## config.mk

```make
export PLATFORM = sky130hd
export DESIGN_NAME = data_mem_ctrl_flat
export DESIGN_NICKNAME = d
export VERILOG_FILES = /design/src/rtl/dmem_pkg.sv /design/src/rtl/data_mem_ctrl_if.sv /design/src/rtl/dmem_wbuf.sv /design/src/rtl/data_mem_ctrl.sv /design/src/flat_wrapper.sv
export SDC_FILE = /design/constraint.sdc
export NUM_CORES = 1
export LEC_CHECK = 0
export ABC_AREA = 1
export BUFFER_PORTS_ARGS = -buffer_cell sky130_fd_sc_hd__buf_4
export CAP_MARGIN = 20
export CORE_MARGIN = 4
export CORE_UTILIZATION = 40
export DETAILED_ROUTE_END_ITERATION = 12
export PLACE_DENSITY_LB_ADDON = 0.08
export SLEW_MARGIN = 20
export SYNTH_ARGS = -nofsm -noshare
export SYNTH_HDL_FRONTEND = slang
export SYNTH_SLANG_ARGS = --single-unit
```

## constraint.sdc

```tcl
create_clock -name cpu_clk -period 2.9 [get_ports cpu_clk]
set_input_delay 0.29 -clock cpu_clk [delete_from_list [all_inputs] [get_ports cpu_clk]]
set_output_delay 0.29 -clock cpu_clk [all_outputs]
set_load 0.02 [all_outputs]
```

## src/rtl/dmem_pkg.sv

```systemverilog
// Shared definitions for the data-memory controller: FSM encoding,
// word-address masking and the stall counter width.
package dmem_pkg;

  typedef enum logic [1:0] {
    ST_IDLE = 2'd0,
    ST_WR   = 2'd1,
    ST_RD   = 2'd2,
    ST_RESP = 2'd3
  } dmem_state_e;

  localparam int STALL_CNT_WIDTH = 32;
  localparam int MAX_ADDR_WIDTH  = 64;

  // Clears the byte-offset bits so every access is word aligned.
  function automatic logic [MAX_ADDR_WIDTH-1:0] word_addr(input logic [MAX_ADDR_WIDTH-1:0] byte_addr);
    return {byte_addr[MAX_ADDR_WIDTH-1:2], 2'b00};
  endfunction

endpackage

```

## src/rtl/data_mem_ctrl_if.sv

```systemverilog
// CPU-side and backing-memory-side signals of the data-memory controller.
// slave: the controller's view; master: the CPU plus backing memory.
interface data_mem_ctrl_if #(
  parameter int DATA_WIDTH      = 32,
  parameter int DATA_ADDR_WIDTH = 32
);
  logic [DATA_ADDR_WIDTH-1:0] cpu_data_mem_raddr;
  logic                       cpu_data_mem_read;
  logic [DATA_ADDR_WIDTH-1:0] cpu_data_mem_waddr;
  logic [DATA_WIDTH-1:0]      cpu_data_mem_wdata;
  logic                       cpu_data_mem_write;
  logic [DATA_WIDTH-1:0]      data_mem_rdata;
  logic                       data_mem_hazard;
  logic                       mem_req;
  logic                       mem_we;
  logic [DATA_ADDR_WIDTH-1:0] mem_addr;
  logic [DATA_WIDTH-1:0]      mem_wdata;
  logic                       mem_ready;
  logic [DATA_WIDTH-1:0]      mem_rdata;

  modport slave (
    input  cpu_data_mem_raddr, cpu_data_mem_read, cpu_data_mem_waddr,
    input  cpu_data_mem_wdata, cpu_data_mem_write, mem_ready, mem_rdata,
    output data_mem_rdata, data_mem_hazard, mem_req, mem_we, mem_addr, mem_wdata
  );

  modport master (
    output cpu_data_mem_raddr, cpu_data_mem_read, cpu_data_mem_waddr,
    output cpu_data_mem_wdata, cpu_data_mem_write, mem_ready, mem_rdata,
    input  data_mem_rdata, data_mem_hazard, mem_req, mem_we, mem_addr, mem_wdata
  );
endinterface

```

## src/rtl/dmem_wbuf.sv

```systemverilog
// One-entry posted-write buffer with read-address match for forwarding.
// Addresses arrive already word aligned.
module dmem_wbuf #(
  parameter int DATA_WIDTH = 32,
  parameter int ADDR_WIDTH = 32
) (
  input  logic                  clk,
  input  logic                  rst_n,
  input  logic                  push,
  input  logic                  pop,
  input  logic [ADDR_WIDTH-1:0] push_addr,
  input  logic [DATA_WIDTH-1:0] push_data,
  input  logic [ADDR_WIDTH-1:0] match_addr,
  output logic                  valid,
  output logic [ADDR_WIDTH-1:0] addr,
  output logic [DATA_WIDTH-1:0] data,
  output logic                  hit
);
  logic                  valid_r;
  logic [ADDR_WIDTH-1:0] addr_r;
  logic [DATA_WIDTH-1:0] data_r;

  // Entry update: a push wins over a same-cycle pop so a write accepted at drain completion is kept.
  always_ff @(posedge clk or negedge rst_n) begin
    if (!rst_n) begin
      valid_r <= 1'b0;
      addr_r  <= '0;
      data_r  <= '0;
    end else if (push) begin
      valid_r <= 1'b1;
      addr_r  <= push_addr;
      data_r  <= push_data;
    end else if (pop) begin
      valid_r <= 1'b0;
    end else begin
      valid_r <= valid_r;
    end
  end

  assign valid = valid_r;
  assign addr  = addr_r;
  assign data  = data_r;
  assign hit   = valid_r && (addr_r == match_addr);
endmodule

```

## src/rtl/data_mem_ctrl.sv

```systemverilog
// Data-memory controller: posts CPU writes through a one-entry buffer,
// forwards buffered data to matching reads, issues read misses to the
// backing memory and stalls the pipeline while work is outstanding.
module data_mem_ctrl
  import dmem_pkg::*;
#(
  parameter int DATA_WIDTH      = 32,
  parameter int DATA_ADDR_WIDTH = 32
) (
  input  logic                       cpu_clk,
  input  logic                       cpu_rst_n,
  data_mem_ctrl_if.slave             bus,
  output logic [STALL_CNT_WIDTH-1:0] stall_cnt
);
  dmem_state_e                state_r;
  dmem_state_e                state_s;
  logic [DATA_ADDR_WIDTH-1:0] raddr_w_s;
  logic [DATA_ADDR_WIDTH-1:0] waddr_w_s;
  logic [DATA_ADDR_WIDTH-1:0] rd_addr_r;
  logic [DATA_WIDTH-1:0]      rd_q_r;
  logic [STALL_CNT_WIDTH-1:0] stall_cnt_r;
  logic                       wb_valid_s;
  logic [DATA_ADDR_WIDTH-1:0] wb_addr_s;
  logic [DATA_WIDTH-1:0]      wb_data_s;
  logic                       fwd_hit_s;
  logic                       drain_done_s;
  logic                       wr_accept_s;
  logic                       rd_req_s;
  logic                       rd_start_s;
  logic                       hazard_raw_s;
  logic [DATA_WIDTH-1:0]      rdata_s;

  assign raddr_w_s    = DATA_ADDR_WIDTH'(word_addr(MAX_ADDR_WIDTH'(bus.cpu_data_mem_raddr)));
  assign waddr_w_s    = DATA_ADDR_WIDTH'(word_addr(MAX_ADDR_WIDTH'(bus.cpu_data_mem_waddr)));
  assign drain_done_s = (state_r == ST_WR) && bus.mem_ready;
  assign wr_accept_s  = bus.cpu_data_mem_write && (!wb_valid_s || drain_done_s);
  // A simultaneous write takes priority; the read is dropped.
  assign rd_req_s     = bus.cpu_data_mem_read && !bus.cpu_data_mem_write;

  dmem_wbuf #(
    .DATA_WIDTH (DATA_WIDTH),
    .ADDR_WIDTH (DATA_ADDR_WIDTH)
  ) u_wbuf (
    .clk        (cpu_clk),
    .rst_n      (cpu_rst_n),
    .push       (wr_accept_s),
    .pop        (drain_done_s),
    .push_addr  (waddr_w_s),
    .push_data  (bus.cpu_data_mem_wdata),
    .match_addr (raddr_w_s),
    .valid      (wb_valid_s),
    .addr       (wb_addr_s),
    .data       (wb_data_s),
    .hit        (fwd_hit_s)
  );

  // Hazard, CPU read data and next-state selection.
  always_comb begin
    state_s      = state_r;
    hazard_raw_s = 1'b0;
    rdata_s      = '0;
    rd_start_s   = 1'b0;

    if (bus.cpu_data_mem_write) begin
      hazard_raw_s = !wr_accept_s;
    end else if (bus.cpu_data_mem_read) begin
      if (state_r == ST_RESP) begin
        rdata_s = rd_q_r;
      end else if (fwd_hit_s) begin
        rdata_s = wb_data_s;
      end else begin
        hazard_raw_s = 1'b1;
      end
    end else begin
      hazard_raw_s = 1'b0;
    end

    case (state_r)
      ST_IDLE: begin
        if (wr_accept_s) begin
          state_s = ST_WR;
        end else if (rd_req_s && !fwd_hit_s && !wb_valid_s) begin
          state_s    = ST_RD;
          rd_start_s = 1'b1;
        end else if (wb_valid_s) begin
          state_s = ST_WR;
        end else begin
          state_s = ST_IDLE;
        end
      end
      ST_WR: begin
        if (drain_done_s) begin
          state_s = ST_IDLE;
        end else begin
          state_s = ST_WR;
        end
      end
      ST_RD: begin
        if (bus.mem_ready) begin
          state_s = ST_RESP;
        end else begin
          state_s = ST_RD;
        end
      end
      ST_RESP: state_s = ST_IDLE;
      default: state_s = ST_IDLE;
    endcase
  end

  // State, captured read address/data and stall counter.
  always_ff @(posedge cpu_clk or negedge cpu_rst_n) begin
    if (!cpu_rst_n) begin
      state_r     <= ST_IDLE;
      rd_addr_r   <= '0;
      rd_q_r      <= '0;
      stall_cnt_r <= '0;
    end else begin
      state_r <= state_s;
      if (rd_start_s) begin
        rd_addr_r <= raddr_w_s;
      end
      if ((state_r == ST_RD) && bus.mem_ready) begin
        rd_q_r <= bus.mem_rdata;
      end
      if (hazard_raw_s) begin
        stall_cnt_r <= stall_cnt_r + STALL_CNT_WIDTH'(1);
      end
    end
  end

  // Backing-memory request decoded purely from registered state so it drops with reset.
  always_comb begin
    bus.mem_req   = 1'b0;
    bus.mem_we    = 1'b0;
    bus.mem_addr  = '0;
    bus.mem_wdata = '0;
    case (state_r)
      ST_WR: begin
        bus.mem_req   = 1'b1;
        bus.mem_we    = 1'b1;
        bus.mem_addr  = wb_addr_s;
        bus.mem_wdata = wb_data_s;
      end
      ST_RD: begin
        bus.mem_req  = 1'b1;
        bus.mem_addr = rd_addr_r;
      end
      default: begin
        bus.mem_req = 1'b0;
      end
    endcase
  end

  // CPU-facing outputs are forced low while reset is asserted.
  assign bus.data_mem_hazard = hazard_raw_s & cpu_rst_n;
  assign bus.data_mem_rdata  = cpu_rst_n ? rdata_s : '0;
  assign stall_cnt           = stall_cnt_r;
endmodule

```

## src/flat_wrapper.sv

```systemverilog
// flat-port wrapper written by rule: the top's interface ports become plain ports
module data_mem_ctrl_flat import dmem_pkg::*;
#(
  parameter int DATA_WIDTH      = 32,
  parameter int DATA_ADDR_WIDTH = 32
)
  (cpu_clk, cpu_rst_n, stall_cnt, bus_cpu_data_mem_raddr, bus_cpu_data_mem_read, bus_cpu_data_mem_waddr, bus_cpu_data_mem_wdata, bus_cpu_data_mem_write, bus_mem_ready, bus_mem_rdata, bus_data_mem_rdata, bus_data_mem_hazard, bus_mem_req, bus_mem_we, bus_mem_addr, bus_mem_wdata);
  data_mem_ctrl_if #(.DATA_WIDTH(DATA_WIDTH), .DATA_ADDR_WIDTH(DATA_ADDR_WIDTH)) bus_i ();
  input  logic cpu_clk;
  input  logic cpu_rst_n;
  output logic [STALL_CNT_WIDTH-1:0] stall_cnt;
  input wire logic [$bits(bus_i.cpu_data_mem_raddr)-1:0] bus_cpu_data_mem_raddr;
  input wire logic [$bits(bus_i.cpu_data_mem_read)-1:0] bus_cpu_data_mem_read;
  input wire logic [$bits(bus_i.cpu_data_mem_waddr)-1:0] bus_cpu_data_mem_waddr;
  input wire logic [$bits(bus_i.cpu_data_mem_wdata)-1:0] bus_cpu_data_mem_wdata;
  input wire logic [$bits(bus_i.cpu_data_mem_write)-1:0] bus_cpu_data_mem_write;
  input wire logic [$bits(bus_i.mem_ready)-1:0] bus_mem_ready;
  input wire logic [$bits(bus_i.mem_rdata)-1:0] bus_mem_rdata;
  output wire logic [$bits(bus_i.data_mem_rdata)-1:0] bus_data_mem_rdata;
  output wire logic [$bits(bus_i.data_mem_hazard)-1:0] bus_data_mem_hazard;
  output wire logic [$bits(bus_i.mem_req)-1:0] bus_mem_req;
  output wire logic [$bits(bus_i.mem_we)-1:0] bus_mem_we;
  output wire logic [$bits(bus_i.mem_addr)-1:0] bus_mem_addr;
  output wire logic [$bits(bus_i.mem_wdata)-1:0] bus_mem_wdata;
  assign bus_i.cpu_data_mem_raddr = bus_cpu_data_mem_raddr;
  assign bus_i.cpu_data_mem_read = bus_cpu_data_mem_read;
  assign bus_i.cpu_data_mem_waddr = bus_cpu_data_mem_waddr;
  assign bus_i.cpu_data_mem_wdata = bus_cpu_data_mem_wdata;
  assign bus_i.cpu_data_mem_write = bus_cpu_data_mem_write;
  assign bus_i.mem_ready = bus_mem_ready;
  assign bus_i.mem_rdata = bus_mem_rdata;
  assign bus_data_mem_rdata = bus_i.data_mem_rdata;
  assign bus_data_mem_hazard = bus_i.data_mem_hazard;
  assign bus_mem_req = bus_i.mem_req;
  assign bus_mem_we = bus_i.mem_we;
  assign bus_mem_addr = bus_i.mem_addr;
  assign bus_mem_wdata = bus_i.mem_wdata;
  data_mem_ctrl #(.DATA_WIDTH(DATA_WIDTH), .DATA_ADDR_WIDTH(DATA_ADDR_WIDTH)) u_core (.cpu_clk(cpu_clk), .cpu_rst_n(cpu_rst_n), .bus(bus_i), .stall_cnt(stall_cnt));
endmodule
```

; ---- Word-level counts from Yosys, hierarchy flattened
; Cells that the tools add are included.
[totals]
input_bits = 133
wordCells = 52
out_inout_bits = 131
register_bits = 159
[classes]
n_bitwise = 1
add_sub_neg = 1
reduce_logical = 15
n_eq_ne = 4
muxes = 24
[op_table]
columns = operator, count
row1 = $mux W32, 6
row2 = $pmux W32 S2, 1
row3 = $add A32 B1 Y32 const B, 1
row4 = $eq A30 B30 Y1, 1
row5 = $mux W1, 14
row6 = $pmux W2 S4, 1
row7 = $logic_and A1 B1 Y1, 7
row8 = $eq A2 B2 Y1 const B, 2
row9 = $logic_not A1 Y1, 4
row10 = $mux W2, 2
row11 = $eq A2 B1 Y1 const B, 1
row12 = $logic_not A2 Y1, 1
row13 = $reduce_bool A2 Y1, 1
row14 = $reduce_or A2 Y1, 1
row15 = $and A1 B1 Y1, 1
row16 = $logic_or A1 B1 Y1, 1

; ---- Logic depth before layout (Yosys ltp)
[depth]
depth_word = 8
ltp_mapped = 14
depth_no_buf = 13

; ---- Hierarchy
; Synthesis repeated with hierarchy kept, for this count alone.
[hier_totals]
cells_unflattened = 1078
area_unflattened_um2 = 8775.9
[by_module_without_submodules]
columns = mod, area_per_inst_um2, instances, cells_each, seq_area_each_um2
row1 = data_mem_ctrl, 5818.1, 1, 689, 2402.3
row2 = dmem_wbuf, 2957.8, 1, 389, 1626.6

; ---- Least setup slack after synthesis
; OpenSTA, ideal clock, no wires.
[synth_path]
kind = reg2out
from = reg u_core.state_r[1]
to = out bus_data_mem_hazard
path_slack_ns = 0.861
arrival_ns = 1.749
path_buffers = 1
stages_incl_launch_ff = 7
path_cell_list = dfrtp_1 inv_1 ha_1 buf_2 a21oi_1 nand2_1 a21boi_0
[synth_via]
elab_chain_len = 7
word_cells_on_any_way = 10
cone_classes = eq/ne: 2 / mux: 3 / bitwise: 1 / reduce/logical: 4
[synth_lines]
columns = item, line_no
row1 = from (decl), data_mem_ctrl.sv:15  ; dmem_state_e state_r;
row2 = from (signal assigned), data_mem_ctrl.sv:118  ; state_r <= state_s;
row3 = $eq A2 B1 Y1, data_mem_ctrl.sv:35  ; assign drain_done_s = (state_r == ST_WR) && bus.mem_ready;
row4 = $logic_and A1 B1 Y1, data_mem_ctrl.sv:35
row5 = $logic_or A1 B1 Y1, data_mem_ctrl.sv:36  ; assign wr_accept_s = bus.cpu_data_mem_write && (!wb_valid_s || drain_done_s);
row6 = $logic_and A1 B1 Y1, data_mem_ctrl.sv:36
row7 = $logic_not A1 Y1, data_mem_ctrl.sv:65  ; hazard_raw_s = !wr_accept_s;
row8 = $mux W1 *, data_mem_ctrl.sv:64  ; if (bus.cpu_data_mem_write) begin
row9 = $and A1 B1 Y1 *, data_mem_ctrl.sv:155  ; assign bus.data_mem_hazard = hazard_raw_s & cpu_rst_n;
row10 = to (decl), flat_wrapper.sv:20  ; output wire logic [$bits(bus_i.data_mem_hazard)-1:0] bus_data_mem_hazard;
; Every way passes the cells marked *; elsewhere a longest branch is shown, timed or not.

; ---- Final worst setup path
[layout_path]
from = reg u_core.u_wbuf.addr_r[22] (netlist: u_core.u_wbuf.addr[22])
to = out bus_data_mem_rdata[5]
[layout_via]
elab_chain_len = 7
[layout_lines]
columns = item, line_no
row1 = from (decl), dmem_wbuf.sv:20  ; logic [ADDR_WIDTH-1:0] addr_r;
row2 = from (signal assigned), dmem_wbuf.sv:31  ; addr_r <= push_addr;
row3 = $eq A30 B30 Y1, dmem_wbuf.sv:43  ; assign hit = valid_r && (addr_r == match_addr);
row4 = $logic_and A1 B1 Y1, dmem_wbuf.sv:43
row5 = $mux W32, data_mem_ctrl.sv:69  ; end else if (fwd_hit_s) begin
row6 = $mux W32, data_mem_ctrl.sv:67  ; if (state_r == ST_RESP) begin
row7 = $mux W32, data_mem_ctrl.sv:66  ; end else if (bus.cpu_data_mem_read) begin
row8 = $mux W32, data_mem_ctrl.sv:64
row9 = $mux W32, data_mem_ctrl.sv:156  ; assign bus.data_mem_rdata = cpu_rst_n ? rdata_s : '0;
row10 = to (decl), flat_wrapper.sv:19  ; output wire logic [$bits(bus_i.data_mem_rdata)-1:0] bus_data_mem_rdata;
; No other way between the ends.

==> impl_results.md <==
- Core area: 0.0218 mm^2
- DRC viols: 0
- Period utilization: 0.908
- PortBufs: 257
- Fin. max-slew vios: 0
- IO Pins: 264
- Post-CTS Resized: 0
- Total GRT Usage: 0.215
- Design Area, Final: 0.0116 mm^2
- Routability Congestion: 0.867
- Pin slew with the least headroom to its limit: 0.799 ns
- Flop and latch count out of synthesis: 159
- Synth Area in Simple Gates: 0.267
- Switch Pwr: 4.36 mW
- Place WS: 0.692 ns
- Post-synth top area cell: dfrtp_1
- Clock root buffer: clkbuf_16
- Clock Skew: 0.0129 ns
- Vias in the first global route: 7977
- Synthesized cell area: 0.00881 mm^2
- H-tree levels: 4
- Slowest cell delay on critical path: 0.40 ns
- Combinational family with the most area after synthesis: simple AND/OR/NAND/NOR gates
- Pint: 6.41 mW
- XOR/XNOR Fraction of Synth Area: 0.0358
- WS Path Type: register to primary output
- HP Class: input port to register
- Setup violations, final: 0
- Cell repeated most along the worst path: nand2_1
- Post-synth top area share: 0.452
- VDD IR max: 0.543 mV
- Cell variety after synth: 30
- Run status: completed
- Clock-pin slew on the worst setup and hold paths: 0.07 ns
- Leakage Power: 6.11 nW
- Hpwl dp: 18.6 mm
- Adder-cell share of the synthesized area: 0.00852
- Worst Hold End: u_core.rd_q_r[9]
- Slowest cell on crit path: dfrtp_1
- Clk pwr share: 0.223
- CTS tree: done
- Fmax achieved: 380 MHz
- Die Wd: 156 um
- Worst setup SP type: register
- Layout fillers: 2174
- Final min period: 2.63 ns
- Ys Warns: 0
- First-pass GRT wire length: 42.2 mm
- Crit-path leading delay family: simple AND/OR/NAND/NOR gates
- Max Cap Violations: 0
- Sequential share of power: 0.334
- Initial Util: 0.405
- Post-DP Area: 0.0110 mm^2
- Worst r2r dst: u_core.stall_cnt[29]
- Antenna violations before repair: 1
- Syn-to-layout area delta: 31.9%
- Fraction of layout cells with a size suffix above 1: 0.263
- Vias: 8227
- GR Overflow Total: 0
- Detail Route Antenna Nets: 0
- Crit-path cells: inv_1 -> nand2_1 -> nand2_1 -> nand2_1 -> nor2_1 -> nand2_1 -> nor2_2 -> buf_4 -> nand3_1 -> a21oi_1 -> buf_4
- Buffers & Inverters on Critical Path: 3
- Setup TNS: 0 ns
- Cells taking the most area after synthesis: dfrtp_1 (45%), nand2_1 (15%), a21oi_1 (6.8%)
- Power per Cell Area: 927 mW/mm^2
- Slew Limit Headroom: 0.468
- WP data required: 2.61 ns
- Drt first pass iters: 5
- Die area: 0.0245 mm^2
- Row cnt: 54
- Synth Area per Inst: 7.54 um^2
- Die Ht: 156 um
- Ant. Diodes: 0
- CTS Buffer Depth: 2
- Pin count of the biggest net entering global routing: 65
- Crit end category: primary output
- Total CTS buffers: 17
- Unrepaired setup endpoints after global routing: false
- Clock latency on the worst-skew pair: 0.43 ns
- Hold Path Cell Cnt: 2
- Final WS setup: 0.267 ns
- Final hold viol count: 0
- Switching fraction of total power: 0.405
- R2R Setup Slk: 0.68 ns
- Compound-gate portion of the synthesized area: 0.0835
- Fin nets: 1543
- CTS Sinks: 159
- Critical R2R Launch: u_core.u_wbuf.addr[22]
- Crit path DAT: 2.34 ns
- Seq/Total Area, Yosys: 0.452
- Crit path max fanout: 33
- Comb pwr share: 0.442
- Total wire length: 26.3 mm
- Avg WL per Cell: 15.5 um
- Mux share of post-synthesis cell area: 0.0601
- Mapped Cells: 1169
- 1st-iter DRT viols: 461
- Hold_sp: bus_mem_rdata[9]
- Cells on worst reg2reg path: 13
- Via density: 4.85
cells in the final DEF, fill, tap and decap left out, drive strengths merged:
master,Yosys,layout
a31oi,1,1
nand3,75,75
dlygate4sd3,0,1
o22ai,1,1
a21oi,119,119
nor2,132,132
inv,140,143
conb,1,2
clkbuf,31,18
xor2,17,17
xnor2,19,19
a21boi,1,1
clkinvlp,0,3
mux2,47,47
dfrtp,159,159
nand2,347,347
nor3,10,10
ha,6,6
buf,31,276
o21ai,24,24
clkinv,0,2
bufinv,0,4
or2,1,1
nand4,7,7
layer usage:
metal / share of wire / wire length (um) / global-route usage
met4: 0.018 / 485 / 0.0628
met3: 0.069 / 1800 / 0.0448
met5: 0.00049 / 13 / 0
met2: 0.46 / 12200 / 0.348
met1: 0.45 / 11800 / 0.294
cells in the mapped netlist (all sizes together):
cell    number
a21boi       1
a21oi      119
a31oi        1
buf         31
clkbuf      31
conb         1
dfrtp      159
ha           6
inv        140
mux2        47
nand2      347
nand3       75
nand4        7
nor2       132
nor3        10
o21ai       24
o22ai        1
or2          1
xnor2       19
xor2        17
what timing repair did:
action / CTS / global route
hold buffers: 1 / 0
hold endpoints to repair: 16 / 0
endpoints found under the setup margin: 0 / 0
buffers inserted: 0 / 0
logic make-up (layout without fill, tap and decap cells):
family / count (synthesis) / count (layout)
compound gates: 146 / 146
flops: 159 / 159
xor+xnor: 36 / 36
mux: 47 / 47
simple gates: 572 / 572
other cells: 1 / 2
fa+ha+maj: 6 / 6
buf+inv: 202 / 447
power by group through the flow:
stage	Combinational, mW	Clock [mW]	Sequential [mW]
final	4.76	2.41	3.60
after global placement	4.78	0	3.60
after global routing	5.32	2.54	3.71
after detailed placement	4.82	0	3.63
after CTS	4.84	2.46	3.60
after floorplan	3.07	0	3.56
worst max-delay path by stage:
stage,startpoint,end,cells past startpoint
6_report,u_core.u_wbuf.addr[22],bus_data_mem_rdata[5],11
5_1_grt,u_core.u_wbuf.addr[17],bus_data_mem_rdata[13],12
4_1_cts,u_core.u_wbuf.addr[22],bus_data_mem_rdata[20],11
3_5_place_dp,bus_cpu_data_mem_raddr[10],u_core.stall_cnt[29],12
3_3_place_gp,bus_cpu_data_mem_raddr[10],bus_data_mem_rdata[10],10
2_1_floorplan,u_core.state_r[1],bus_data_mem_hazard,6
sequential cells by signal, summed over array words and instances, names as in the netlist:
signal               flops
u_core.rd_q_r           32
u_core.stall_cnt        32
u_core.u_wbuf.data      32
u_core.rd_addr_r        30
u_core.u_wbuf.addr      30
u_core.state_r           2
u_core.u_wbuf.valid      1
area by class of cell:
cell class | instances | area [um^2] | share of cell area
Inverter | 140 | 526 | 0.0452
Clock inverter | 12 | 186 | 0.0160
Tap cell | 280 | 350 | 0.0301
Multi-Input combinational cell | 809 | 4030 | 0.347
Timing Repair Buffer | 277 | 2120 | 0.183
Clock buffer | 18 | 429 | 0.0369
Sequential cell | 159 | 3980 | 0.342
metrics by stage:
step / utilization / cells / hold slack, ns / power [mW]
after CTS: 0.534 / 1695 / 0.0733 / 10.9
after global placement: 0.505 / 1664 / 0.150 / 8.38
after detailed placement: 0.505 / 1664 / 0.150 / 8.45
final: 0.534 / 1695 / 0.0928 / 10.8
after floorplan: - / 1170 / -0.00559 / 6.62
after global routing: 0.534 / 1695 / 0.0772 / 11.6
Power figures use the tool's default switching activity.
